**src/rtl/change_dispenser.sv**
```systemverilog
// Vend post-processor: releases one can, then pays change one coin per handshake.
// Optional greedy dime payout is enabled by defining CHANGE_DIME_EN.
module change_dispenser #(
  parameter int unsigned ACK_TIMEOUT = 255
) (
  input  logic       clk,
  input  logic       rst,
  input  logic       soda,
  input  logic [2:0] change,
  input  logic       dime_empty,
  input  logic       can_ack,
  input  logic       coin_ack,
  output logic       can_rel,
  output logic       nickel_ej,
  output logic       dime_ej,
  output logic       busy,
  output logic       overflow,
  output logic       fault
);

  typedef enum logic [2:0] {
    IDLE  = 3'd0,
    CAN   = 3'd1,
    PICK  = 3'd2,
    NICK  = 3'd3,
    DIME  = 3'd4,
    FAULT = 3'd5
  } state_t;

  localparam logic [7:0] TMO_LAST = 8'(ACK_TIMEOUT - 32'd1);

  state_t     state_r, state_s;
  logic [2:0] owed_r, owed_s;
  logic       pend_vld_r, pend_vld_s;
  logic [2:0] pend_chg_r, pend_chg_s;
  logic [7:0] tmo_r, tmo_s;
  logic       ovf_s, flt_s;
  logic       dime_ok_s;

`ifdef CHANGE_DIME_EN
  assign dime_ok_s = ~dime_empty;
`else
  logic unused_dime_s;
  assign unused_dime_s = dime_empty;
  assign dime_ok_s     = 1'b0;
`endif

  // Next-state, payout bookkeeping, pending slot and ack timeout
  always_comb begin
    state_s    = state_r;
    owed_s     = owed_r;
    pend_vld_s = pend_vld_r;
    pend_chg_s = pend_chg_r;
    ovf_s      = overflow;
    flt_s      = fault;
    tmo_s      = 8'd0;

    // A vend arriving mid-job is parked in the slot, or dropped if it is full
    if (soda && (state_r != IDLE) && (state_r != FAULT)) begin
      if (pend_vld_r) begin
        ovf_s = 1'b1;
      end else begin
        pend_vld_s = 1'b1;
        pend_chg_s = change;
      end
    end else begin
      ovf_s = overflow;
    end

    case (state_r)
      IDLE: begin
        if (pend_vld_r) begin
          owed_s  = pend_chg_r;
          state_s = CAN;
          if (soda) begin
            pend_vld_s = 1'b1;
            pend_chg_s = change;
          end else begin
            pend_vld_s = 1'b0;
          end
        end else if (soda) begin
          owed_s  = change;
          state_s = CAN;
        end else begin
          state_s = IDLE;
        end
      end
      CAN: begin
        if (can_ack) begin
          state_s = PICK;
        end else if (tmo_r == TMO_LAST) begin
          state_s    = FAULT;
          flt_s      = 1'b1;
          pend_vld_s = 1'b0;
        end else begin
          state_s = CAN;
        end
      end
      PICK: begin
        if (owed_r == 3'd0) begin
          state_s = IDLE;
        end else if (dime_ok_s && (owed_r >= 3'd2)) begin
          state_s = DIME;
        end else begin
          state_s = NICK;
        end
      end
      NICK: begin
        if (coin_ack) begin
          owed_s  = owed_r - 3'd1;
          state_s = PICK;
        end else if (tmo_r == TMO_LAST) begin
          state_s    = FAULT;
          flt_s      = 1'b1;
          pend_vld_s = 1'b0;
        end else begin
          state_s = NICK;
        end
      end
      DIME: begin
        if (coin_ack) begin
          owed_s  = owed_r - 3'd2;
          state_s = PICK;
        end else if (tmo_r == TMO_LAST) begin
          state_s    = FAULT;
          flt_s      = 1'b1;
          pend_vld_s = 1'b0;
        end else begin
          state_s = DIME;
        end
      end
      FAULT: begin
        state_s    = FAULT;
        pend_vld_s = 1'b0;
      end
      default: begin
        state_s    = IDLE;
        pend_vld_s = 1'b0;
      end
    endcase

    if (state_s != state_r) begin
      tmo_s = 8'd0;
    end else if ((state_r == CAN) || (state_r == NICK) || (state_r == DIME)) begin
      tmo_s = tmo_r + 8'd1;
    end else begin
      tmo_s = 8'd0;
    end
  end

  // State and outputs registered together; outputs decode the next state
  always_ff @(posedge clk or posedge rst) begin
    if (rst) begin
      state_r    <= IDLE;
      owed_r     <= 3'd0;
      pend_vld_r <= 1'b0;
      pend_chg_r <= 3'd0;
      tmo_r      <= 8'd0;
      overflow   <= 1'b0;
      fault      <= 1'b0;
      can_rel    <= 1'b0;
      nickel_ej  <= 1'b0;
      dime_ej    <= 1'b0;
      busy       <= 1'b0;
    end else begin
      state_r    <= state_s;
      owed_r     <= owed_s;
      pend_vld_r <= pend_vld_s;
      pend_chg_r <= pend_chg_s;
      tmo_r      <= tmo_s;
      overflow   <= ovf_s;
      fault      <= flt_s;
      can_rel    <= (state_s == CAN);
      nickel_ej  <= (state_s == NICK);
      dime_ej    <= (state_s == DIME);
      busy       <= ((state_s != IDLE) && (state_s != FAULT)) || pend_vld_s;
    end
  end

endmodule
```
**config.mk**
```make
export PLATFORM = sky130hd
export DESIGN_NAME = change_dispenser
export DESIGN_NICKNAME = d
export VERILOG_FILES = /design/src/rtl/change_dispenser.sv
export SDC_FILE = /design/constraint.sdc
export NUM_CORES = 1
export LEC_CHECK = 0
export CORE_MARGIN = 3
export CORE_UTILIZATION = 35
export CTS_BUF_LIST = sky130_fd_sc_hd__clkbuf_16
export CTS_CLUSTER_DIAMETER = 30
export DETAILED_ROUTE_END_ITERATION = 7
export PLACE_DENSITY_LB_ADDON = 0.05
export SLEW_MARGIN = 20
export SYNTH_ARGS = -nofsm -noshare
export SYNTH_HDL_FRONTEND = slang
export SYNTH_SLANG_ARGS = --single-unit
```
**constraint.sdc**
```tcl
create_clock -name clk -period 5.9 [get_ports clk]
set_input_delay 1.475 -clock clk [delete_from_list [all_inputs] [get_ports clk]]
set_output_delay 1.475 -clock clk [all_outputs]
set_load 0.05 [all_outputs]
```
Word-level counts from Yosys, hierarchy flattened. Index checks and enable logic that the tools add are counted.

Logic and storage cells: 80. Input port bits: 9. Register bits: 24.

Reductions and logical operators: 16. Equality and inequality tests: 17. Multiplexer cells: 33. $add $sub $neg: 3.

Operators by type and width (count): $mux W3 (14); $pmux W3 S6 (1); $mux W8 (2); $mux W1 (12); $eq A3 B2 Y1 const B (3); $eq A3 B3 Y1 const B (3); $ne A3 B3 Y1 const B (3); $pmux W3 S3 (1); $reduce_bool A3 Y1 (3); $add A8 B1 Y8 const B (1); $eq A8 B8 Y1 const B (1); $ne A2 B2 Y1 const B (4); $eq A3 B1 Y1 const B (2); $logic_not A3 Y1 (2); $pmux W1 S4 (1); $reduce_and A4 Y1 (1); $logic_and A1 B1 Y1 (3); $logic_or A1 B1 Y1 (3); $ne A3 B3 Y1 (1); $reduce_and A3 Y1 (1); $sub A3 B1 Y3 const B (1); $sub A3 B2 Y3 const B (1); $mux W2 (1); $pmux W1 S2 (1); 3 further kinds (3).

Depth between registers and ports, before layout. Gate-level depths: netlist of the first run.

Depth in word-level cells: 8. Gate-level depth with buffers: 7. Gate-level depth less buffers: 7.

Worst setup path before layout of the first run. OpenSTA, ideal clock, no wires.

Kind: input port to flip-flop. Start point: input coin_ack. End point: register busy. Slack: 3.042 ns. Data required time: 5.761 ns. Data arrival time: 2.719 ns. Stages on the path: 6. Cells stage by stage: clkbuf_1 mux2_2 nor3_1 a21oi_1 nor2_2 or4b_1.

Cells in the longest elaborated chain, start to end: 5.

RTL lines: start: declaration (line 12) `input logic coin_ack,`; $mux W3, on equally long branches (line 121, 109); $pmux W3 S6 (line 70) `case (state_r)`; $ne A3 B3 Y1 / $reduce_bool A3 Y1 (equally long branches) (line 176) `busy <= ((state_s != IDLE) && (state_s != FAULT)) || pend_vld_s;`; $logic_and A1 B1 Y1 (line 176); $logic_or A1 B1 Y1 * (line 176); end signal: assignment (line 176); end: declaration (line 16) `output logic busy,`.

Mark *: on every way between the ends. The rest lies on a longest branch, timed or not. A chain may end at the register's enable or synchronous reset.

Worst setup path in the final report of the first run.
Start point: input can_ack. End point: register busy.

Cells in the longest elaborated chain, start to end: 5.

RTL lines: start: declaration (line 11) `input logic can_ack,`; $mux W3 * (line 89) `if (can_ack) begin`; $pmux W3 S6 * (line 70); net state_s[0] (line 32) `state_t state_r, state_s;`; $ne A3 B3 Y1 / $reduce_bool A3 Y1 (equally long branches) (line 176); $logic_and A1 B1 Y1 * (line 176); $logic_or A1 B1 Y1 * (line 176).

The timed path passes the listed nets; every way through them passes the cells marked *.

==> out/metrics.cfg, run 1 <==
[synth]
synthTopCellsByArea = dfrtp_1 (43%), nor2_1 (5.7%), mux2_2 (4.9%), ha_1 (3.6%), xnor2_1 (2.5%)
syn_nets = 160
syn_inst = 147
yosysWarningCount = 0
syn_area_mm2 = 0.001385
synthDistinctLibCells = 42
synth_top_area_frac = 0.4336
yosysSeqAreaShare = 0.4336
yosys.area.top_type = dfrtp_1
ys_ff_latch = 24
syn_avg_cell_area_um2 = 9.422

[pwr]
p_clk_frac = 0.201
p_leak_uw = 0.0006701
ir_drop_mv = 0.1946
power.density_mw_per_mm2 = 451.6
p_comb_frac = 0.427
seqPwrFrac = 0.373
p_sw_frac = 0.3979
p_int_uw = 440.2
power_switching_uw = 290.9

[die]
rows = 22
die_area_mm2 = 0.004748
coreArea_mm2 = 0.003744
io_pins = 15
dieWidth_um = 68.91
initial_utilization = 0.3700
die_h_um = 68.91

[sta]
tightest_slew_ps = 911.0
final_max_slew_viol_count = 0
tns_ps = 0
layout_min_cycle_time_ps = 3446
hold_violations = 0
setup_viol = 0
fin_crit_sh = 0.5840
max_freq_mhz = 290.2
grt_setup_unrepaired = no
slew_headroom = 0.3920
skew_ps = 1.839

[final_layout]
fin_area_mm2 = 0.001619
utilization = 0.4325
final_cells = 204
layout_commonest_cell = dfrtp_1
diodes = 0
area_growth_pct = 16.89
layout_common_cells = dfrtp_1 (24), nor2_1 (21), clkdlybuf4s50_1 (13)
finalNetCount = 170
drive_above_1_share = 0.08333

[detailed_routing]
route.detailed.drc = 0
via_count = 1071
wire_per_inst_um = 14.27
drt_iter0_drc = 57
drtPass1Iterations = 4
via_per_inst = 5.250
ant_nets = 0
routed_wl_mm = 2.912

[min_path]
hold_class = flop to flop

[clock_network]
cts_tree = built
clock_latency_ps = 260
h-tree-depth = 1
cts_buffer_depth = 2
postCtsSetupBuffers = 0
cts_resized = 0
hold_buffers = 0
cts_buffers = 3
cts_root_buf = clkbuf_16
clkTransAtPathRegs_ps = 60
clock-sinks = 24

[grt]
antenna_found_initial = 0
grt_max_degree = 25
gr-total-overflow = 0
grt_pass1_wl_mm = 4.733
grt_use_total = 0.1376
grt_pass1_vias = 995

[run_status]
outcome = finished, final reports clean

[critical_path]
critPathLaunchType = primary input
cp.arrival_ps = 3570
cp.required_ps = 6020
cp-end-kind = flop
critical_path_class = primary input to flop
regToRegSetupSlack_ps = 3390
critPathMaxFanout = 4

[place]
gp_congestion = 0.7684
hpwl_mm = 2.057
place_area_mm2 = 0.001540
portBuffers = 13
dp_cells = 200

[run]
drv_cap = 0

==> area by class of cell <==
type	count	area [µm²]
Tap cell	48	60.06
Inverter	7	26.28
Multi-Input combinational cell	108	723.2
Sequential cell	24	600.6
Clock buffer	3	75.07
Timing Repair Buffer	13	130.1
Clock inverter	1	3.754
Fill cell	401	2125
==> state kept, by name, indices dropped and copies added (netlist names) <==
signal and cells:
tmo_r 8, owed_r 3, pend_chg_r 3, state_r 3
busy 1, can_rel 1, dime_ej 1, fault 1
nickel_ej 1, overflow 1, pend_vld_r 1
==> critical path, cell delays in order <==
cell             delay [ps]
clkdlybuf4s50_1         530
inv_1                    70
o311ai_0                620
nand4_2                 250
nand2_1                 180
or4b_1                  450
==> power groups by stage <==
stage | combinational (µW) | sequential (µW) | clock, µW
after global routing | 349 | 282 | 158
after floorplan | 255 | 257 | 0
after CTS | 318 | 273 | 151
after detailed placement | 314 | 276 | 0
after global placement | 308 | 273 | 0
final | 312 | 272 | 147
==> through the flow <==
stage	hold slack [ps]	total power (µW)	setup WS [ps]
after global routing	493.5	788.0	2411
after detailed placement	446.2	589.8	2329
after floorplan	448.3	512.5	3042
after CTS	468.9	741.8	2471
after global placement	440.0	581.4	2308
final	462.9	731.1	2454
==> worst paths after layout <==
| kind | from | to | depth (start not counted) |
|---|---|---|---|
| worst max-delay path | can_ack | busy | 6 |
| worst min-delay path | fault | fault | 1 |
| worst max register to register | state_r[1] | busy | 5 |
| worst min register to register | fault | fault | 1 |
| max in group asynchronous | rst | pend_chg_r[1] | 2 |
| min in group asynchronous | rst | fault | 2 |
==> synth_stat cells, drive strengths merged <==
| library cell | n |
|---|---|
| a21boi | 1 |
| a21o | 2 |
| a21oi | 4 |
| a221o | 1 |
| a22o | 1 |
| a22oi | 3 |
| and3b | 1 |
| buf | 2 |
| clkbuf | 6 |
| dfrtp | 24 |
| ha | 4 |
| inv | 7 |
| mux2 | 6 |
| mux2i | 3 |
| nand2 | 7 |
| nand2b | 2 |
| nand3 | 5 |
| nand4 | 2 |
| nand4b | 1 |
| nor2 | 22 |
| nor2b | 5 |
| nor3 | 5 |
| nor3b | 3 |
| o21a | 2 |
| o21ai | 6 |
| o21bai | 1 |
| o221ai | 2 |
| o22a | 1 |
| o22ai | 4 |
| o311ai | 1 |
| o31a | 1 |
| o31ai | 1 |
| or3 | 1 |
| or3b | 1 |
| or4 | 2 |
| or4b | 1 |
| xnor2 | 4 |
| xor2 | 2 |
==> cells by family (layout without fill, tap and decap cells) <==
logic type / count (synthesis) / in the layout / share of synthesized area
XOR/XNOR: 6 / 6 / 0.03794
multiplexers: 9 / 9 / 0.07046
AO/OA/AOI/OAI: 31 / 31 / 0.1536
adder cells (fa/ha/maj): 4 / 4 / 0.03614
buffers and inverters: 15 / 24 / 0.04426
flip-flops: 24 / 24 / 0.4336
AND/OR/NAND/NOR: 58 / 58 / 0.2240
==> per-layer routing <==
metal  share of wire  wire (µm)  track usage
met1            0.50       1446       0.1990
met2            0.45       1316       0.1976
met5               0          0            0
met4           0.014         42      0.05109
met3           0.036        106      0.03241
Note: power is estimated with default switching activity, not from simulation.
==> run 2: changes to the inputs <==
==> constraint.sdc (replaced) <==
create_clock -name clk -period 3 [get_ports clk]
set_input_delay 0.75 -clock clk [delete_from_list [all_inputs] [get_ports clk]]
set_output_delay 0.75 -clock clk [all_outputs]
set_load 0.05 [all_outputs]
==> run 2 against run 1 <==
Largest cell class unchanged. Final area rose by 2.3%. Global-route usage rose by 0.90 points. Cell count rose by 2.5%. Clock-buffer cell count did not move. Sequential share of layout area fell by 0.84 points. Via count rose by 3.9%. Die area did not move. Worst hold slack improved by 3.1 ps. Critical path depth did not move. Clock skew barely moved. Setup slack got worse by 2000 ps.
==> out/metrics.cfg, run 2 (synthesis gave the netlist of run 1 again) <==
[die]
die_h_um = 68.91  ; unchanged
rows = 22  ; unchanged
dieWidth_um = 68.91  ; unchanged
die_area_mm2 = 0.004748  ; unchanged
coreArea_mm2 = 0.003744  ; unchanged
initial_utilization = 0.3700  ; unchanged
io_pins = 15  ; unchanged

[final_layout]
area_growth_pct = 19.60
drive_above_1_share = 0.1118  ; +0.02847
top_register = tmo_r
layout_commonest_cell = dfrtp_1
largest_reg_flops = 8  ; unchanged
fin_area_mm2 = 0.001657  ; +2.3%
layout_common_cells = dfrtp_1 (24), nor2_1 (21), clkdlybuf4s50_1 (13)
diodes = 0  ; unchanged
finalNetCount = 175  ; +2.9%
fillers = 387  ; -3.5%

[clock_network]
h-tree-depth = 1  ; unchanged
clock_latency_ps = 260  ; about the same
clock-sinks = 24  ; unchanged
cts_root_buf = clkbuf_16
hold_buffers = 0  ; unchanged
cts_resized = 0  ; unchanged
postCtsSetupBuffers = 0  ; unchanged
cts_tree = built
cts_buffer_depth = 2  ; unchanged
cts_buffers = 3  ; unchanged
clkTransAtPathRegs_ps = 60  ; about the same

[critical_path]
cp.arrival_ps = 2710  ; -860 ps
critPathLaunchType = primary input
cp.required_ps = 3130  ; -2890 ps
cp-end-kind = flop
critPathMaxFanout = 4  ; unchanged
critical_path_class = primary input to flop

[sta]
tightest_slew_ps = 669.2  ; -241.8 ps
slew_headroom = 0.5529  ; +0.1610
hold_violations = 0  ; unchanged
max_freq_mhz = 387.6
tns_ps = 0  ; unchanged
hold_slack_ps = 466.1  ; +3.142 ps
setup_viol = 0  ; unchanged
layout_min_cycle_time_ps = 2580
grt_setup_unrepaired = no
fin_crit_sh = 0.8600
skew_ps = 1.379  ; -0.4601 ps
final_max_slew_viol_count = 0  ; unchanged

[detailed_routing]
via_count = 1113  ; +3.9%
via_per_inst = 5.325  ; +1.4%
drt_iter0_drc = 65  ; +14%
route.detailed.drc = 0  ; unchanged
drtPass1Iterations = 4  ; unchanged
wire_per_inst_um = 14.78  ; +3.5%
ant_nets = 0  ; unchanged
routed_wl_mm = 3.088  ; +6.0%

[pwr]
p_leak_uw = 0.0006947  ; +3.7%
power.density_mw_per_mm2 = 892.3  ; +98%
ir_drop_mv = 0.3340  ; +72%

[grt]
gr-total-overflow = 0  ; unchanged
antenna_found_initial = 0  ; unchanged
grt_max_degree = 25  ; unchanged
grt_use_total = 0.1466  ; +0.009034
grt_pass1_wl_mm = 5.023  ; +6.1%
grt_pass1_vias = 1050  ; +5.5%

[place]
hpwl_mm = 2.216  ; +7.7%
place_area_mm2 = 0.001578  ; +2.4%
portBuffers = 13  ; unchanged
gp_congestion = 0.7898  ; +2.8%

[run_status]
outcome = finished, final reports clean

[min_path]
hold_class = flop to flop

[run]
drv_cap = 0  ; unchanged

run 2: cell types whose count changed in the layout (fill, tap and decap cells not counted), sizes merged:
cell,previous run,this run
buf,0,5
run 2: per-layer routing:
metal	vias to the layer above	wire length (µm)	track usage
met5	-	0	0
met4	0	97	0.08759
met3	9	115	0.02755
met2	21	1366	0.2083
met1	531	1509	0.2048
li1	552	-	-
run 2: worst paths after layout:
kind                            start         to  slack, ps  depth (start not counted)
max                           can_ack       busy        420                          6
min                          overflow   overflow        470                          1
max reg2reg                state_r[0]   tmo_r[7]        550                          6
min reg2reg                  overflow   overflow        470                          1
max in group asynchronous         rst  owed_r[2]       1940                          3
min in group asynchronous         rst    can_rel        830                          3
run 2: final cells by class:
class                   instances  area (µm²)  area share
clock buffers                   3       75.07     0.04532
clock inverters                 1       3.754    0.002266
inverters                       7       26.28     0.01586
multi-input cells             108       723.2      0.4366
flip-flops and latches         24       600.6      0.3625
well taps                      48       60.06     0.03625
repair buffers                 18       167.7      0.1012
run 2: through the flow:
| stage | utilization | power, µW | cells | worst slack, ps |
|---|---|---|---|---|
| 6_report | 0.4425 | 1478 | 209 | 419.9 |
| 5_1_grt | 0.4425 | 1588 | 209 | 253.3 |
| 4_1_cts | 0.4425 | 1489 | 209 | 405.2 |
| 3_5_place_dp | 0.4215 | 1192 | 205 | 142.0 |
| 3_3_place_gp | 0.4215 | 1171 | 205 | 219.3 |
| 2_1_floorplan | - | 1008 | 147 | 867.0 |
run 2: worst max-delay path: stages:
cell	delay (ps)
clkdlybuf4s50_1	550
inv_1	80
o311ai_0	490
nand4_2	230
nand2_1	170
or4b_1	430
run 2: report_power, final:
part	switching [µW]	leakage [µW]	internal [µW]	total, µW
clock network	110	0.0000385	178	289
registers	73.2	0.000302	410	483
logic	409	0.000354	298	706
total	592	0.000695	886	1480
==> run 3: changes to the inputs <==
--- a/config.mk
+++ b/config.mk
@@ -7,7 +7,7 @@
 export LEC_CHECK = 0
 export CORE_MARGIN = 3
 export CORE_UTILIZATION = 35
-export CTS_BUF_LIST = sky130_fd_sc_hd__clkbuf_16
+export CTS_BUF_LIST = sky130_fd_sc_hd__clkbuf_4 sky130_fd_sc_hd__clkbuf_8
 export CTS_CLUSTER_DIAMETER = 30
 export DETAILED_ROUTE_END_ITERATION = 7
 export PLACE_DENSITY_LB_ADDON = 0.05
==> run 3 against run 2 <==
Total power is 4.6% lower. Core utilization is 0.63 points lower. Die area stayed put. Critical path depth stayed put. Wire length is 0.87% higher. Setup slack better by 17 ps. Clock skew is 1.2 ps higher. Critical path type unchanged. Largest cell class unchanged. Largest power group unchanged. Highest routed layer unchanged.
==> out/metrics.cfg, run 3 (synthesis gave the netlist of run 1 again) <==
[run_status]
outcome = finished, final reports clean

[die]
die_area_mm2 = 0.004748  ; unchanged
io_pins = 15  ; unchanged
initial_utilization = 0.3700  ; unchanged
rows = 22  ; unchanged
coreArea_mm2 = 0.003744  ; unchanged
dieWidth_um = 68.91  ; unchanged
die_h_um = 68.91  ; unchanged

[place]
gp_congestion = 0.7898  ; unchanged
portBuffers = 13  ; unchanged
hpwl_mm = 2.216  ; unchanged
dp_cells = 205  ; unchanged

[final_layout]
finalNetCount = 175  ; unchanged
area_growth_pct = 17.89
largest_reg_flops = 8  ; unchanged
layout_common_cells = dfrtp_1 (24), nor2_1 (21), clkdlybuf4s50_1 (13)
drive_above_1_share = 0.1180  ; +0.006211
top_register = tmo_r
layout_commonest_cell = dfrtp_1
diodes = 0  ; unchanged
final_cells = 209  ; unchanged
utilization = 0.4362  ; -0.006350

[pwr]
p_leak_uw = 0.0006849  ; -1.4%
ir_drop_mv = 0.3137  ; -6.1%
power.total_uw = 1410  ; -4.6%
power.density_mw_per_mm2 = 863.5  ; -3.2%

[detailed_routing]
drt_iter0_drc = 67  ; +3.1%
via_count = 1119  ; +0.54%
drtPass1Iterations = 4  ; unchanged
wire_per_inst_um = 14.90  ; +0.87%
via_per_inst = 5.354  ; +0.54%
routed_wl_mm = 3.115  ; +0.87%
ant_nets = 0  ; unchanged
route.detailed.drc = 0  ; unchanged

[clock_network]
clock_latency_ps = 270  ; about the same
h-tree-depth = 1  ; unchanged
clock-sinks = 24  ; unchanged
cts_root_buf = clkbuf_8
hold_buffers = 0  ; unchanged
cts_resized = 0  ; unchanged
cts_tree = built
clkTransAtPathRegs_ps = 90  ; +30 ps
cts_buffers = 3  ; unchanged
postCtsSetupBuffers = 0  ; unchanged
cts_buffer_depth = 2  ; unchanged

[critical_path]
crit_chain = clkdlybuf4s50_1 > inv_1 > o311ai_0 > nand4_2 > nand2_1 > or4b_1
critical-path-slowest-cell = clkdlybuf4s50_1
critPathMaxFanout = 4  ; unchanged
critPathLaunchType = primary input
slowest_delay_ps = 550  ; about the same
cp-end-kind = flop
cp.arrival_ps = 2710  ; about the same
cp.required_ps = 3150  ; +20 ps
critical_path_class = primary input to flop
regToRegSetupSlack_ps = 580  ; +30 ps

[sta]
grt_setup_unrepaired = no
tightest_slew_ps = 647.9  ; -21.35 ps
max_freq_mhz = 390.1  ; +0.65%
hold_violations = 0  ; unchanged
fin_crit_sh = 0.8545  ; -0.005567
layout_min_cycle_time_ps = 2563  ; -16.70 ps
slew_headroom = 0.5672  ; +0.01422
skew_ps = 2.595  ; +1.216 ps
hold_slack_ps = 470.1  ; +4.055 ps
final_max_slew_viol_count = 0  ; unchanged
tns_ps = 0  ; unchanged
setup_viol = 0  ; unchanged

[grt]
gr-total-overflow = 0  ; unchanged
antenna_found_initial = 0  ; unchanged
grt_use_total = 0.1480  ; +0.001361
grt_pass1_vias = 1034  ; -1.5%
grt_max_degree = 25  ; unchanged
grt_pass1_wl_mm = 5.071  ; +0.96%

[run]
drv_cap = 0  ; unchanged

[min_path]
hold_class = flop to flop

[run 3: per-stage QoR]
stage / instance area (µm²) / setup slack, ps
6_report: 1633 / 436.6
5_1_grt: 1633 / 274.1
4_1_cts: 1633 / 428.3
3_5_place_dp: 1578 / 142.0
3_3_place_gp: 1578 / 219.3
2_1_floorplan: 1385 / 867.0
[run 3: area by class of cell]
cell class	instances	area, µm²
flip-flops and latches	24	600.6
well taps	48	60.06
clock buffers	4	55.05
fillers	389	2111
inverters	7	26.28
repair buffers	18	167.7
multi-input cells	108	723.2
[run 3: per-layer routing]
metal	wire [µm]	GRT usage	up-vias
li1	-	-	550
met1	1456	0.2038	534
met2	1407	0.2143	27
met3	169	0.03404	8
met4	83	0.07786	0
met5	0	0	-
[run 3: power by group]
part	leakage [µW]	total (µW)	switching, µW	internal [µW]
clock	0.0000288	222	105	117
sequential	0.000302	482	72.8	409
combinational	0.000354	706	408	298
total	0.000685	1410	586	824
[run 3: final timing paths]
path / from / end / cells past startpoint
max reg2reg: state_r[0] / tmo_r[7] / 6
min reg2reg: overflow / overflow / 1
max in group asynchronous: rst / owed_r[2] / 3
min: overflow / overflow / 1
min in group asynchronous: rst / can_rel / 3
max: can_ack / busy / 6
[run 3: worst max-delay path: cells and delay by family]
kind | cells | cell delay (ps)
AND/OR/NAND/NOR | 3 | 830
buffers and inverters | 2 | 630
AO/OA/AOI/OAI | 1 | 490
